==> src/rtl/window_frame_sequencer_pkg.sv <==
// Shared types and width helpers for the window frame sequencer.
// Purely declarative: no logic, no latency, no flow control.
package winseq_pkg;

   typedef enum logic [2:0] {
      IDLE   = 3'd0,
      CLEAR  = 3'd1,
      RUN    = 3'd2,
      FLUSH  = 3'd3,
      RESYNC = 3'd4
   } state_t;

   function automatic int half_of(input int win_size);
      return win_size / 2;
   endfunction

   // Row counter must reach IMG_H+HALF-1 while the bottom pad rows are pushed.
   function automatic int row_w(input int img_h, input int win_size);
      return (img_h + win_size / 2 > 1) ? $clog2(img_h + win_size / 2) : 1;
   endfunction

   function automatic int col_w(input int img_w);
      return (img_w > 1) ? $clog2(img_w) : 1;
   endfunction

endpackage

==> src/rtl/window_frame_sequencer_if.sv <==
// Upstream framed pixel stream: valid/ready handshake with sof/eol markers.
// Transfer happens on a cycle where s_valid and s_ready are both high.
interface window_frame_sequencer_if #(
   parameter int DATA_W = 8
) ();
   logic              s_valid;
   logic              s_ready;
   logic [DATA_W-1:0] s_pixel;
   logic              s_sof;
   logic              s_eol;

   modport master (output s_valid, output s_pixel, output s_sof, output s_eol, input s_ready);
   modport slave  (input s_valid, input s_pixel, input s_sof, input s_eol, output s_ready);
endinterface

==> src/rtl/window_frame_sequencer_pos_counter.sv <==
// Push-position counter (row, col) with line wrap and end-of-image / end-of-flush flags.
// Flags are combinational from the registered position; advances one step per enabled cycle.
module winseq_pos_counter #(
   parameter int IMG_W = 640,
   parameter int IMG_H = 480,
   parameter int HALF  = 1,
   parameter int ROW_W = 9,
   parameter int COL_W = 10
) (
   input  logic             clk,
   input  logic             rst_n,
   input  logic             clr_i,
   input  logic             en_i,
   output logic [ROW_W-1:0] prow_o,
   output logic [COL_W-1:0] pcol_o,
   output logic             col_last_o,
   output logic             last_o,
   output logic             flush_done_o
);
   localparam logic [COL_W-1:0] LAST_COL  = COL_W'(IMG_W - 1);
   localparam logic [ROW_W-1:0] LAST_ROW  = ROW_W'(IMG_H - 1);
   localparam logic [ROW_W-1:0] FLUSH_ROW = ROW_W'(IMG_H + HALF - 1);

   logic [ROW_W-1:0] prow_q, prow_d;
   logic [COL_W-1:0] pcol_q, pcol_d;

   always_ff @(posedge clk or negedge rst_n) begin
      if (!rst_n) begin
         prow_q <= '0;
         pcol_q <= '0;
      end else begin
         prow_q <= prow_d;
         pcol_q <= pcol_d;
      end
   end

   always_comb begin
      prow_d = prow_q;
      pcol_d = pcol_q;
      if (clr_i) begin
         prow_d = '0;
         pcol_d = '0;
      end else if (en_i) begin
         if (pcol_q == LAST_COL) begin
            pcol_d = '0;
            prow_d = prow_q + 1'b1;
         end else begin
            pcol_d = pcol_q + 1'b1;
         end
      end
   end

   assign prow_o       = prow_q;
   assign pcol_o       = pcol_q;
   assign col_last_o   = (pcol_q == LAST_COL);
   assign last_o       = (prow_q == LAST_ROW) && (pcol_q == LAST_COL);
   assign flush_done_o = (prow_q == FLUSH_ROW) && (pcol_q == LAST_COL);

endmodule

==> src/rtl/window_frame_sequencer.sv <==
// Frame controller ahead of the sliding-window generator: framing check, clear, bottom pad, tags.
// Pushes are combinational under ds_ready; tag lands one cycle after its push. WINSEQ_PERF_EN adds counters.
module window_frame_sequencer
   import winseq_pkg::*;
#(
   parameter int                DATA_W    = 8,
   parameter int                IMG_W     = 640,
   parameter int                IMG_H     = 480,
   parameter int                WIN_SIZE  = 3,
   parameter logic [DATA_W-1:0] PAD_VALUE = '0,
   localparam int               HALF      = half_of(WIN_SIZE),
   localparam int               ROW_W     = row_w(IMG_H, WIN_SIZE),
   localparam int               COL_W     = col_w(IMG_W)
) (
   input  logic                      clk,
   input  logic                      rst_n,
   window_frame_sequencer_if.slave   s_if,
   input  logic                      ds_ready,
   output logic                      w_clear,
   output logic                      w_valid,
   output logic [DATA_W-1:0]         w_pixel,
   output logic                      o_valid,
   output logic [ROW_W-1:0]          o_row,
   output logic [COL_W-1:0]          o_col,
   output logic                      o_edge,
   output logic                      o_pad,
   output logic                      o_eof,
   output logic                      err_sync
`ifdef WINSEQ_PERF_EN
   ,
   output logic [31:0]               perf_frames,
   output logic [31:0]               perf_stalls
`endif
);
   localparam logic [COL_W-1:0] HALF_C   = COL_W'(HALF);
   localparam logic [COL_W-1:0] WRAP_C   = COL_W'(IMG_W - HALF);
   localparam logic [COL_W-1:0] EDGE_C   = COL_W'(WIN_SIZE - 1);
   localparam logic [ROW_W-1:0] HALF_R   = ROW_W'(HALF);
   localparam logic [ROW_W-1:0] TAG_ROW  = ROW_W'(WIN_SIZE - 1);
   localparam logic [ROW_W-1:0] PAD_ROW  = ROW_W'(IMG_H);

   state_t           state_q, state_d;
   logic [ROW_W-1:0] prow;
   logic [COL_W-1:0] pcol;
   logic             col_last, last_px, flush_done;
   logic             push, clr, err, frame_err, eof_push, tag_fire;

   logic             tag_vld_q, tag_edge_q, tag_pad_q, tag_eof_q;
   logic [ROW_W-1:0] tag_row_q;
   logic [COL_W-1:0] tag_col_q;

   winseq_pos_counter #(
      .IMG_W (IMG_W),
      .IMG_H (IMG_H),
      .HALF  (HALF),
      .ROW_W (ROW_W),
      .COL_W (COL_W)
   ) u_pos (
      .clk          (clk),
      .rst_n        (rst_n),
      .clr_i        (clr),
      .en_i         (push),
      .prow_o       (prow),
      .pcol_o       (pcol),
      .col_last_o   (col_last),
      .last_o       (last_px),
      .flush_done_o (flush_done)
   );

   assign frame_err = (s_if.s_sof && ((prow != '0) || (pcol != '0))) || (s_if.s_eol != col_last);

   always_ff @(posedge clk or negedge rst_n) begin
      if (!rst_n) state_q <= IDLE;
      else        state_q <= state_d;
   end

   always_comb begin
      state_d     = state_q;
      s_if.s_ready = 1'b0;
      clr         = 1'b0;
      push        = 1'b0;
      err         = 1'b0;
      w_pixel     = '0;
      case (state_q)
         IDLE: begin
            s_if.s_ready = !s_if.s_sof;
            if (s_if.s_valid) begin
               if (s_if.s_sof) state_d = CLEAR;
               else            err     = 1'b1;
            end
         end
         CLEAR: begin
            clr     = 1'b1;
            state_d = RUN;
         end
         RUN: begin
            s_if.s_ready = ds_ready;
            w_pixel      = s_if.s_pixel;
            if (s_if.s_valid && ds_ready) begin
               if (frame_err) begin
                  err     = 1'b1;
                  state_d = RESYNC;
               end else begin
                  push = 1'b1;
                  if (last_px) state_d = FLUSH;
               end
            end
         end
         FLUSH: begin
            w_pixel = PAD_VALUE;
            push    = ds_ready;
            if (ds_ready && flush_done) state_d = IDLE;
         end
         RESYNC: begin
            s_if.s_ready = !s_if.s_sof;
            if (s_if.s_valid && s_if.s_sof) state_d = CLEAR;
         end
         default: state_d = IDLE;
      endcase
   end

   assign w_clear  = clr;
   assign w_valid  = push;
   assign err_sync = err;
   assign eof_push = push && (state_q == FLUSH) && flush_done;
   // Windows only exist once WIN_SIZE rows are buffered in the generator.
   assign tag_fire = push && (prow >= TAG_ROW);

   always_ff @(posedge clk or negedge rst_n) begin
      if (!rst_n) begin
         tag_vld_q  <= 1'b0;
         tag_edge_q <= 1'b0;
         tag_pad_q  <= 1'b0;
         tag_eof_q  <= 1'b0;
         tag_row_q  <= '0;
         tag_col_q  <= '0;
      end else begin
         tag_vld_q  <= tag_fire;
         tag_edge_q <= tag_fire && (pcol < EDGE_C);
         tag_pad_q  <= tag_fire && (prow >= PAD_ROW);
         tag_eof_q  <= tag_fire && eof_push;
         if (tag_fire) begin
            tag_row_q <= prow - HALF_R;
            tag_col_q <= (pcol >= HALF_C) ? (pcol - HALF_C) : (pcol + WRAP_C);
         end
      end
   end

   assign o_valid = tag_vld_q;
   assign o_row   = tag_row_q;
   assign o_col   = tag_col_q;
   assign o_edge  = tag_edge_q;
   assign o_pad   = tag_pad_q;
   assign o_eof   = tag_eof_q;

`ifdef WINSEQ_PERF_EN
   logic [31:0] perf_frames_q, perf_stalls_q;

   always_ff @(posedge clk or negedge rst_n) begin
      if (!rst_n) begin
         perf_frames_q <= '0;
         perf_stalls_q <= '0;
      end else begin
         if (tag_eof_q) perf_frames_q <= perf_frames_q + 32'd1;
         if (((state_q == RUN) || (state_q == FLUSH)) && !ds_ready)
            perf_stalls_q <= perf_stalls_q + 32'd1;
      end
   end

   assign perf_frames = perf_frames_q;
   assign perf_stalls = perf_stalls_q;
`endif

endmodule
==> src/flat_wrapper.sv <==
// flat-port wrapper written by rule: the top's interface ports become plain ports
module window_frame_sequencer_flat import winseq_pkg::*;
#(
   parameter int                DATA_W    = 8,
   parameter int                IMG_W     = 640,
   parameter int                IMG_H     = 480,
   parameter int                WIN_SIZE  = 3,
   parameter logic [DATA_W-1:0] PAD_VALUE = '0,
   localparam int               HALF      = half_of(WIN_SIZE),
   localparam int               ROW_W     = row_w(IMG_H, WIN_SIZE),
   localparam int               COL_W     = col_w(IMG_W)
)
  (clk, rst_n, ds_ready, w_clear, w_valid, w_pixel, o_valid, o_row, o_col, o_edge, o_pad, o_eof, err_sync, s_if_s_valid, s_if_s_pixel, s_if_s_sof, s_if_s_eol, s_if_s_ready);
  window_frame_sequencer_if #(.DATA_W(DATA_W)) s_if_i ();
  input  logic clk;
  input  logic rst_n;
  input  logic ds_ready;
  output logic w_clear;
  output logic w_valid;
  output logic [DATA_W-1:0] w_pixel;
  output logic o_valid;
  output logic [ROW_W-1:0] o_row;
  output logic [COL_W-1:0] o_col;
  output logic o_edge;
  output logic o_pad;
  output logic o_eof;
  output logic err_sync;
  input wire logic [$bits(s_if_i.s_valid)-1:0] s_if_s_valid;
  input wire logic [$bits(s_if_i.s_pixel)-1:0] s_if_s_pixel;
  input wire logic [$bits(s_if_i.s_sof)-1:0] s_if_s_sof;
  input wire logic [$bits(s_if_i.s_eol)-1:0] s_if_s_eol;
  output wire logic [$bits(s_if_i.s_ready)-1:0] s_if_s_ready;
  assign s_if_i.s_valid = s_if_s_valid;
  assign s_if_i.s_pixel = s_if_s_pixel;
  assign s_if_i.s_sof = s_if_s_sof;
  assign s_if_i.s_eol = s_if_s_eol;
  assign s_if_s_ready = s_if_i.s_ready;
  window_frame_sequencer #(.DATA_W(DATA_W), .IMG_W(IMG_W), .IMG_H(IMG_H), .WIN_SIZE(WIN_SIZE), .PAD_VALUE(PAD_VALUE)) u_core (.clk(clk), .rst_n(rst_n), .s_if(s_if_i), .ds_ready(ds_ready), .w_clear(w_clear), .w_valid(w_valid), .w_pixel(w_pixel), .o_valid(o_valid), .o_row(o_row), .o_col(o_col), .o_edge(o_edge), .o_pad(o_pad), .o_eof(o_eof), .err_sync(err_sync));
endmodule
==> config.mk <==
export PLATFORM = sky130hd
export DESIGN_NAME = window_frame_sequencer_flat
export DESIGN_NICKNAME = d
export VERILOG_FILES = /design/src/rtl/window_frame_sequencer_pkg.sv /design/src/rtl/window_frame_sequencer_if.sv /design/src/rtl/window_frame_sequencer_pos_counter.sv /design/src/rtl/window_frame_sequencer.sv /design/src/flat_wrapper.sv
export SDC_FILE = /design/constraint.sdc
export NUM_CORES = 1
export LEC_CHECK = 0
export ABC_AREA = 0
export BUFFER_PORTS_ARGS = -buffer_cell sky130_fd_sc_hd__buf_2
export CORE_MARGIN = 5
export CORE_UTILIZATION = 56
export CTS_CLUSTER_SIZE = 12
export DETAILED_ROUTE_END_ITERATION = 12
export PLACE_DENSITY = 0.8
export REMOVE_ABC_BUFFERS = 1
export SYNTH_ARGS = -nofsm -noshare
export SYNTH_HDL_FRONTEND = slang
export SYNTH_HIERARCHICAL = 1
export SYNTH_SLANG_ARGS = --single-unit
==> constraint.sdc <==
create_clock -name clk -period 3.5 [get_ports clk]
set_input_delay 0.35 -clock clk [delete_from_list [all_inputs] [get_ports clk]]
set_output_delay 0.35 -clock clk [all_outputs]
set_load 0.05 [all_outputs]
==> results.md <==
- Initial antenna violation count: 0
- Worst R2R Path Depth: 11
- Core footprint: around 4700 um2
- IO Count: 49
- Synth cell types: between 40 and 50
- Diodes inserted: 0
- Buf/Inv on CP: 1
- Worst-Margin Slew: 986.3 ps
- CTS sink cnt: 45
- RePlAce Congestion: between 0.8 and 0.9
- Top cells by count, synth: dfrtp_1, nor2_1, nand2_1
- Sum Neg Setup Slack: 0 ps
- Die Ht: roughly 79 um
- Max Slew Vio Count: 0
- Total vias in the final route: ~2.2k
- Clk buf depth: 2
- RSZ-0062 raised after global routing: false
- Row Count: 25
- IO Port Bufs: 48
- Layout Nets: ~350
- Status: completed
- Via density: a little under 6
- Post-route ant nets: 0
- Fin area: 3159 um2
- Resize count post-CTS: 0
- Share of cells above drive strength 1: approximately 30%
- Placed cell count: 370
- Hold Path Class: input port to async pin
- Reg2Reg Setup Slack: 240 ps
- Root Driver: clkbuf_8
- Period utilization: 93.02%
- DRT Pass-1 Iters: 5
- Post-DP HPWL: about 4.3 mm
- Max Cap Violations: 0
- Largest net degree at the start of global routing: between 40 and 50
- GR Overflow Total: 0
- Fin. Hold Viols: 0
- Ys async rst share: 100.0%
- Syn_area_per_cell: between 10 and 15 um2
- Post-synthesis sequential element count: 45
- Post-synthesis instance area: ~2700 um2
- Routed length per instance: 15.72 um
- Clock latency on the worst-skew pair: 300 ps
- Number of global-route vias before repair: between 2k and 2.5k
- Worst path max stage delay: roughly 560 ps
- Power Density: approximately 530 nW/um2
- Critical Path AT: about 3500 ps
- Yosys top cell by area: dfrtp_1
- Worst relative slew slack: between 30% and 40%
- Area delta synth->final: 16.84%
- Initial Util: 57.63%
- Post-synth EDFFs: 0
- Synth area leaders: dfrtp_1, mux2_4, ha_1, xnor2_1, xor2_1
- Total wire length: between 5 and 6 mm
- Final setup vio count: 0
- Cells after Synth: 265
- Crit path max-delay family: simple AND/OR/NAND/NOR gates
- CP required: roughly 3700 ps
- Cell Count, Final, Fillers Out: about 380
- Crit-path cells: and4bb_2 -> nand4_1 -> inv_1 -> xnor2_1 -> nand3_1 -> nor4_4 -> or2_4 -> and4_2 -> nand4_4 -> or4_1 -> a21oi_1
- Clock Skews: approximately 4.7 ps
- Dpl cell area: ~3000 um2
- Total GRT Usage: about a fifth
- Most used DFF post-synth: dfrtp_1
- YS warnings: 6
- Leak: ~1.6 nW
- Clk pin slew, worst setup/hold paths: 90 ps
- Critical path class: flip-flop to flip-flop
- Reg2reg end: u_core/u_pos/prow_o[7]
- Critical Path Sink Type: flip-flop
- Area share of the largest cell type after synthesis: around two fifths
- Die W: 79.49 um
- Sequential area share after synthesis: 41.65%
- 1st-iter DRT viols: between 200 and 250
- Post-CTS Setup Bufs: 0
- Worst setup margin: between 200 and 250 ps
- DRC: 0
- Die Area: ~6300 um2
- Worst setup SP type: flip-flop
- Fmax: between 300 and 400 MHz
- Count leader, synth: dfrtp_1
- H-tree depth: 2
- Pre-CTS WS: around 150 ps
- Max rail drop VDD: ~0.00044 V
- Worst r2r src: u_core/u_pos/pcol_o[7]
- Critical path peak fanout: 16
- First-pass GRT wire length: 10.12 mm
- Filler Cells Inserted: around 360
- Worst path slowest cell: or4_1
- Cts hold-fix bufs: 0
- Final min period: around 3300 ps
- TritonCTS clock tree: done
- CTS Buf Count: 5
cell usage in the layout, fill, tap and decap left out, types with 6 or more instances in the layout:
cell type	instances
buf_2	48
dfrtp_1	45
inv_1	16
ha_1	9
nand2_1	20
a21oi_1	15
nor2_1	21
clkbuf_8	6
nor3_1	6
buf_4	12
mux2_4	14
xnor2_1	10
nand3_1	13
xor2_1	10
and2_1	8
cell type report:
cell class	count	area, um2	area share, %
clock buffer	6	82.58	2.614
clock inverter	2	37.54	1.188
inverter	16	60.06	1.901
multi-input combinational	195	1455	46.06
sequential	45	1126	35.64
tap	54	67.56	2.139
timing repair buffer	60	330.3	10.46
stage by stage:
step                      hold WS (ps)  power, mW  util, %
after floorplan                  54.41      1.103        -
after global placement           484.1      1.272    64.69
after detailed placement         490.4      1.281    64.69
after CTS                        242.0      1.696    67.25
after global routing             285.1      1.801    67.33
final                            204.1      1.684    67.33
flip-flops by register name, indices dropped and copies added, names as in the netlist:
| name | cells |
|---|---|
| u_core/o_valid | 1 |
| u_core/u_pos/pcol_o | 10 |
| u_core/state_q | 3 |
| u_core/o_pad | 1 |
| u_core/o_eof | 1 |
| u_core/u_pos/prow_o | 9 |
| u_core/o_row | 9 |
| u_core/o_col | 10 |
| u_core/o_edge | 1 |
worst max path at each step:
stage | start | end | slack (ps) | depth (start not counted)
5_1_grt | u_core/u_pos/pcol_o[7] | u_core/u_pos/prow_o[8] | 9 | 11
2_1_floorplan | u_core/state_q[0] | u_core/u_pos/pcol_o[9] | -360 | 5
3_5_place_dp | u_core/u_pos/pcol_o[7] | u_core/u_pos/prow_o[7] | 150 | 11
6_report | u_core/u_pos/pcol_o[7] | u_core/u_pos/prow_o[7] | 240 | 11
3_3_place_gp | u_core/u_pos/pcol_o[7] | u_core/u_pos/prow_o[7] | 280 | 11
4_1_cts | u_core/u_pos/pcol_o[7] | u_core/u_pos/prow_o[7] | 110 | 11
cells by family after synthesis:
logic type	synth area share, %
muxes	10.13
AOI/OAI and AO/OA	10.09
xor gates and xnor gates	6.478
buffers and inverters	4.859
and+or+nand+nor	22.63
adders and majority gates	4.165
DFF	41.65
power by group:
| part | internal (mW) | total (mW) | switching (mW) |
|---|---|---|---|
| clock | 0.232 | 0.412 | 0.180 |
| combinational | 0.234 | 0.678 | 0.444 |
| sequential | 0.547 | 0.594 | 0.0472 |
layer usage:
| metal | track usage, % | wire length, um | vias up | share of wire, % |
|---|---|---|---|---|
| met5 | 0 | 0 | - | 0 |
| met4 | 7.560 | 101 | 0 | 1.7 |
| met3 | 3.612 | 307 | 8 | 5.2 |
| met2 | 32.80 | 2925 | 74 | 49 |
| met1 | 27.29 | 2607 | 1050 | 44 |
| li1 | - | - | 1066 | - |
worst register-to-register path, delay by kind of cell, from the launching register on:
family          cells  cell delay [ps]
simple gates        8             2270
flops               1              460
buf+inv             1              130
compound gates      1              150
xor+xnor            1              170
No activity file was read; power rests on OpenSTA's default activity.
